**src/rtl/usb_tx_pkg.sv**
```systemverilog
// Shared types and constants for the USB transmit serializer sequencer.
package usb_tx_pkg;

    typedef enum logic [2:0] {
        IDLE,
        SHIFT,
        STUFF,
        EOP_SE0,
        EOP_J
    } tx_state_t;

    localparam int BYTE_W       = 8;
    localparam int EOP_SE0_BITS = 2;
    localparam int EOP_J_BITS   = 1;

endpackage

```
**src/rtl/usb_bit_timer.sv**
```systemverilog
// Bit-period timer: counts 0..CLKS_PER_BIT-1 and flags the last clock of each bit.
module usb_bit_timer #(
    parameter int CLKS_PER_BIT = 8
) (
    input  logic clk,
    input  logic rst,
    input  logic clear,
    output logic bit_tick
);

    localparam int TW = (CLKS_PER_BIT > 2) ? $clog2(CLKS_PER_BIT) : 1;
    localparam logic [TW-1:0] LAST = TW'(CLKS_PER_BIT - 1);

    logic [TW-1:0] timer;

    always_ff @(posedge clk) begin
        if (rst || clear) begin
            timer <= '0;
        end else if (timer == LAST) begin
            timer <= '0;
        end else begin
            timer <= timer + 1'b1;
        end
    end

    assign bit_tick = (timer == LAST);

endmodule

```
**src/rtl/usb_tx_shift_ctrl.sv**
```systemverilog
// USB TX shift-register sequencer with bit stuffing and EOP generation.
// Stuffing is built only when USB_TX_BITSTUFF_EN is defined; otherwise it is a raw serializer.
module usb_tx_shift_ctrl
    import usb_tx_pkg::*;
#(
    parameter int CLKS_PER_BIT = 8,
    parameter int STUFF_LEN    = 6
) (
    input  logic              clk,
    input  logic              rst,
    input  logic              tx_valid,
    input  logic [BYTE_W-1:0] tx_data,
    input  logic              tx_last,
    output logic              tx_ready,
    output logic              sr_load_enable,
    output logic              sr_shift_enable,
    output logic [BYTE_W-1:0] sr_parallel_in,
    input  logic              sr_serial_out,
    output logic              tx_bit,
    output logic              tx_se0,
    output logic              bit_tick,
    output logic              busy,
    output logic              tx_underrun
);

    tx_state_t  state, next_state;
    logic [2:0] bit_cnt, bit_cnt_next;
    logic       last_flag, last_flag_next;
    logic       stuff_hit;
    logic       timer_clear;
    logic       at_boundary;

`ifdef USB_TX_BITSTUFF_EN
    localparam int OW = $clog2(STUFF_LEN + 1);
    logic [OW-1:0] ones_cnt, ones_next, ones_upd;
    logic          stuff_eop, stuff_eop_next;

    assign ones_upd  = sr_serial_out ? ones_cnt + 1'b1 : '0;
    assign stuff_hit = (ones_upd == OW'(STUFF_LEN));
`else
    localparam int unused_stuff_len = STUFF_LEN;
    assign stuff_hit = 1'b0;
`endif

    // The timer restarts on every IDLE entry/exit so the first bit is a full period after the load.
    assign timer_clear    = (state == IDLE) || (next_state == IDLE);
    assign at_boundary    = (bit_cnt == 3'(BYTE_W - 1));
    assign sr_parallel_in = tx_data;
    assign busy           = (state != IDLE);

    usb_bit_timer #(
        .CLKS_PER_BIT(CLKS_PER_BIT)
    ) u_bit_timer (
        .clk     (clk),
        .rst     (rst),
        .clear   (timer_clear),
        .bit_tick(bit_tick)
    );

    always_ff @(posedge clk) begin
        if (rst) begin
            state     <= IDLE;
            bit_cnt   <= '0;
            last_flag <= 1'b0;
`ifdef USB_TX_BITSTUFF_EN
            ones_cnt  <= '0;
            stuff_eop <= 1'b0;
`endif
        end else begin
            state     <= next_state;
            bit_cnt   <= bit_cnt_next;
            last_flag <= last_flag_next;
`ifdef USB_TX_BITSTUFF_EN
            ones_cnt  <= ones_next;
            stuff_eop <= stuff_eop_next;
`endif
        end
    end

    always_comb begin
        next_state      = state;
        bit_cnt_next    = bit_cnt;
        last_flag_next  = last_flag;
        tx_ready        = 1'b0;
        sr_load_enable  = 1'b0;
        sr_shift_enable = 1'b0;
        tx_bit          = 1'b1;
        tx_se0          = 1'b0;
        tx_underrun     = 1'b0;
`ifdef USB_TX_BITSTUFF_EN
        ones_next       = ones_cnt;
        stuff_eop_next  = stuff_eop;
`endif

        case (state)
            IDLE: begin
                tx_ready = 1'b1;
                if (tx_valid) begin
                    sr_load_enable = 1'b1;
                    last_flag_next = tx_last;
                    bit_cnt_next   = '0;
`ifdef USB_TX_BITSTUFF_EN
                    ones_next      = '0;
                    stuff_eop_next = 1'b0;
`endif
                    next_state     = SHIFT;
                end
            end

            SHIFT: begin
                tx_bit = sr_serial_out;
                if (bit_tick) begin
`ifdef USB_TX_BITSTUFF_EN
                    ones_next = ones_upd;
`endif
                    if (!at_boundary) begin
                        sr_shift_enable = 1'b1;
                        bit_cnt_next    = bit_cnt + 3'd1;
                        next_state      = stuff_hit ? STUFF : SHIFT;
                    end else if (last_flag) begin
                        // A stuff bit still owed on the final bit must go out before the EOP.
                        bit_cnt_next = '0;
                        next_state   = stuff_hit ? STUFF : EOP_SE0;
`ifdef USB_TX_BITSTUFF_EN
                        stuff_eop_next = stuff_hit;
`endif
                    end else begin
                        tx_ready = 1'b1;
                        if (tx_valid) begin
                            sr_load_enable = 1'b1;
                            bit_cnt_next   = '0;
                            last_flag_next = tx_last;
                            next_state     = stuff_hit ? STUFF : SHIFT;
                        end else begin
                            tx_underrun  = 1'b1;
                            bit_cnt_next = '0;
                            next_state   = EOP_SE0;
                        end
                    end
                end
            end

`ifdef USB_TX_BITSTUFF_EN
            STUFF: begin
                tx_bit    = 1'b0;
                ones_next = '0;
                if (bit_tick) begin
                    stuff_eop_next = 1'b0;
                    if (stuff_eop) begin
                        bit_cnt_next = '0;
                        next_state   = EOP_SE0;
                    end else begin
                        next_state   = SHIFT;
                    end
                end
            end
`endif

            EOP_SE0: begin
                tx_bit = 1'b0;
                tx_se0 = 1'b1;
                if (bit_tick) begin
                    if (bit_cnt == 3'(EOP_SE0_BITS - 1)) begin
                        bit_cnt_next = '0;
                        next_state   = EOP_J;
                    end else begin
                        bit_cnt_next = bit_cnt + 3'd1;
                    end
                end
            end

            EOP_J: begin
                tx_bit = 1'b1;
                if (bit_tick) begin
                    if (bit_cnt == 3'(EOP_J_BITS - 1)) begin
                        bit_cnt_next   = '0;
                        last_flag_next = 1'b0;
                        next_state     = IDLE;
                    end else begin
                        bit_cnt_next = bit_cnt + 3'd1;
                    end
                end
            end

            default: begin
                next_state = IDLE;
            end
        endcase
    end

endmodule
```
**config.mk**
```make
export PLATFORM = sky130hd
export DESIGN_NAME = usb_tx_shift_ctrl
export DESIGN_NICKNAME = d
export VERILOG_FILES = /design/src/rtl/usb_tx_pkg.sv /design/src/rtl/usb_bit_timer.sv /design/src/rtl/usb_tx_shift_ctrl.sv
export SDC_FILE = /design/constraint.sdc
export NUM_CORES = 1
export LEC_CHECK = 0
export ABC_AREA = 1
export BUFFER_PORTS_ARGS = -buffer_cell sky130_fd_sc_hd__buf_4
export CAP_MARGIN = 20
export CORE_MARGIN = 2
export CORE_UTILIZATION = 50
export CTS_CLUSTER_DIAMETER = 200
export CTS_CLUSTER_SIZE = 12
export DETAILED_ROUTE_END_ITERATION = 10
export GPL_ROUTABILITY_DRIVEN = 0
export HOLD_SLACK_MARGIN = 0.12
export PLACE_DENSITY = 0.8
export SETUP_SLACK_MARGIN = 0.5
export SLEW_MARGIN = 20
export SYNTH_ARGS = -nofsm -noshare
export SYNTH_HDL_FRONTEND = slang
export SYNTH_SLANG_ARGS = --single-unit
export TNS_END_PERCENT = 30
```
**constraint.sdc**
```tcl
create_clock -name clk -period 2.5 [get_ports clk]
set_input_delay 0.125 -clock clk [delete_from_list [all_inputs] [get_ports clk]]
set_output_delay 0.125 -clock clk [all_outputs]
set_load 0.02 [all_outputs]
```
==> results.sh <==
export IMPL_run_status="finished clean"
export IMPL_core_area_mm2=0.001541
export IMPL_dr_pass1_iters=4
export IMPL_p_per_area_mw_per_mm2=490.3
export IMPL_synth_area_um2=849.6
export IMPL_cp_arrival_ns=1.59
export IMPL_grt_pass1_vias=818
export IMPL_wl_met2_um=887
export IMPL_fin_nets=166
export IMPL_hpwl_um=1520
export IMPL_port_buffers=12
export IMPL_crit_top_cell="ha_1"
export IMPL_wl_per_cell_um=11.48
export IMPL_hold_viol_final=0
export IMPL_setup_slack_ns=0.7805
export IMPL_cts_buffers_inserted=3
export IMPL_final_cell_area_um2=945.9
export IMPL_synth_main_ff_cell="dfxtp_1"
export IMPL_die_h_um=45.22
export IMPL_period_share=0.6878
export IMPL_fin_skew_ns=0.006015
export IMPL_cts_path_max_buffers=2
export IMPL_path_cells="ha_1 -> ha_1 -> nand4_1 -> o21ai_0 -> buf_4"
export IMPL_clock_latency_ns=0.27
export IMPL_ys_top_cells_by_area="dfxtp_1 24%, nand2_1 13%, ha_1 10%"
export IMPL_ant_nets=0
export IMPL_grtUsageTotal=0.2087
export IMPL_clock_sinks=10
export IMPL_antenna_found_initial=0
export IMPL_clkTransAtPathRegs_ns=0.07
export IMPL_htree_levels=1
export IMPL_maxUsedRoutingLayer="met4"
export IMPL_setup_viol=0
export IMPL_area_delta_synth_final_pct=11.34
export IMPL_finalSetupTns_ns=0
export IMPL_synthDistinctLibCells=20
export IMPL_cts_root_buf="clkbuf_4"
export IMPL_die_x_um=45.22
export IMPL_tritoncts="done"
export IMPL_n_antenna_cell=0
export IMPL_yosysSeqAreaShare=0.2356
export IMPL_rsz0062_at_grt="no"
export IMPL_rr_worst_depth=9
export IMPL_grt_max_degree=8
export IMPL_critical_path_class="reg2out"
export IMPL_start_util=0.5511
export IMPL_p_leak_nw=0.5104
export IMPL_crit_path_end_kind="output pin"
export IMPL_yosys_area_top_type="dfxtp_1"
export IMPL_fmax_mhz=581.6
export IMPL_multi_input_area_um2=506.7
export IMPL_grt_pass1_wl_um=3194
export IMPL_drt_total_wl_um=1849
export IMPL_slew_violations=0
export IMPL_tightest_slew_ns=0.3316
export IMPL_crit_buf_inv=1
export IMPL_post_place_ws_ns=0.9363
export IMPL_synth_top_area_share=0.2356
export IMPL_dieArea_mm2=0.002045
export IMPL_drc=0
export IMPL_via_count=852
export IMPL_hold_depth=5
export IMPL_synth_nets=156
export IMPL_cpPeakStageDelay_ns=0.45
export IMPL_required_ns=2.38
export IMPL_cts_resized=0
export IMPL_ios=29
export IMPL_yosysMostFrequentCell="nand2_1"
export IMPL_drt_initial_drc_count=35
export IMPL_synth_edf_count=0
export IMPL_final_seq_area_um2=200.2
export IMPL_min_path_type="in2reg"
export IMPL_synth_common_cells="29 x nand2_1, 22 x nor2_1, 18 x inv_1"
export IMPL_grt_ovfl_total=0
export IMPL_ys_seq_elements=10
export IMPL_startpoint_type="flop"
export IMPL_slew_headroom=0.7781
export IMPL_place_area_um2=899.6
export IMPL_cp_depth=5
export IMPL_drive_gt1_frac=0.1931
export IMPL_yosys_warnings=0
export IMPL_async_reset_ff_frac=0
export IMPL_peakVddDrop_uv=315.9
export IMPL_synthCells=136
export IMPL_critical_path_slowest_cell="dfxtp_1"
export IMPL_fin_crit_ns=1.720
export IMPL_fill_cells=144
export IMPL_avgSynthCellArea_um2=6.247
export IMPL_drv_cap=0
export IMPL_viasPerCell=5.292
export IMPL_crit_fanout=7
export IMPL_critPathTopFamily="flip-flops"
export IMPL_rows=14
export IMPL_wl_met3_um=112
export IMPL_wirelength_met1_um=810
==> per-stage QoR <==
step                      utilization  cells  power, mW  hold WS (ns)
after global placement         0.5836    156     0.3176        0.2501
after detailed placement       0.5836    156     0.3215        0.2501
after CTS                      0.6136    161     0.4692        0.1988
final                          0.6136    161     0.4638        0.2117
after global routing           0.6136    161     0.4963        0.2500
after floorplan                     -    136     0.3015        0.1941
==> metal layers <==
metal  vias to the layer above  track usage
met5                         -            0
li1                        438            -
met3                         8      0.01600
met4                         0       0.1412
met1                       373       0.2678
met2                        33       0.3314
==> registers in the layout, indices dropped and copies added (netlist names) <==
| register | count |
|---|---|
| state | 3 |
| bit_cnt | 3 |
| last_flag | 1 |
| u_bit_timer.timer | 3 |
==> worst reg2reg max path, stage by stage, from the launching register on <==
cell     delay (ns)
dfxtp_1        0.34
ha_1           0.18
ha_1           0.22
inv_1          0.13
nand3_1        0.13
nand2_1        0.07
nor2_1         0.17
nand3_2        0.10
nand2_2        0.09
nor2_1         0.05
==> repair_timing <==
item	CTS	global route
hold buffers	1	0
buffers inserted	0	0
hold endpoints to repair	2	0
==> placed cells by master, fill, tap and decap left out, drive strengths merged <==
cell type and n:
nand2 32, o21ai 3, nand4 2, buf 12
a21oi 9, inv 22, dfxtp 10, o2111ai 1
nor2 24, o21bai 3, ha 7, clkbuf 4
nand3 13, dlygate4sd3 1, nor3 2
==> power by group <==
| group | total, mW | internal (mW) | switching, mW |
|---|---|---|---|
| Sequential | 0.182 | 0.170 | 0.0123 |
| Combinational | 0.138 | 0.0525 | 0.0852 |
| Clock | 0.144 | 0.0884 | 0.0556 |
| Total | 0.464 | 0.311 | 0.153 |
==> final timing paths <==
path,start,end,slack [ns]
setup / recovery,bit_cnt[0],sr_load_enable,0.78
hold / removal,tx_valid,state[0],0.21
setup reg to reg,u_bit_timer.timer[0],u_bit_timer.timer[2],0.92
hold reg to reg,u_bit_timer.timer[0],u_bit_timer.timer[0],0.43
==> final cells by class <==
class,count,area share
multi-input combinational,96,0.5357
sequential,10,0.2116
timing repair buffer,13,0.1058
inverter,22,0.08730
clock buffer,4,0.03836
tap,16,0.02116
==> cells by family after synthesis <==
group | Yosys count | synth area share
compound gates | 16 | 0.1164
fa+ha+maj | 7 | 0.1031
buf+inv | 30 | 0.1679
flops | 10 | 0.2356
simple gates | 73 | 0.3770
(Power assumes the default switching activity.)
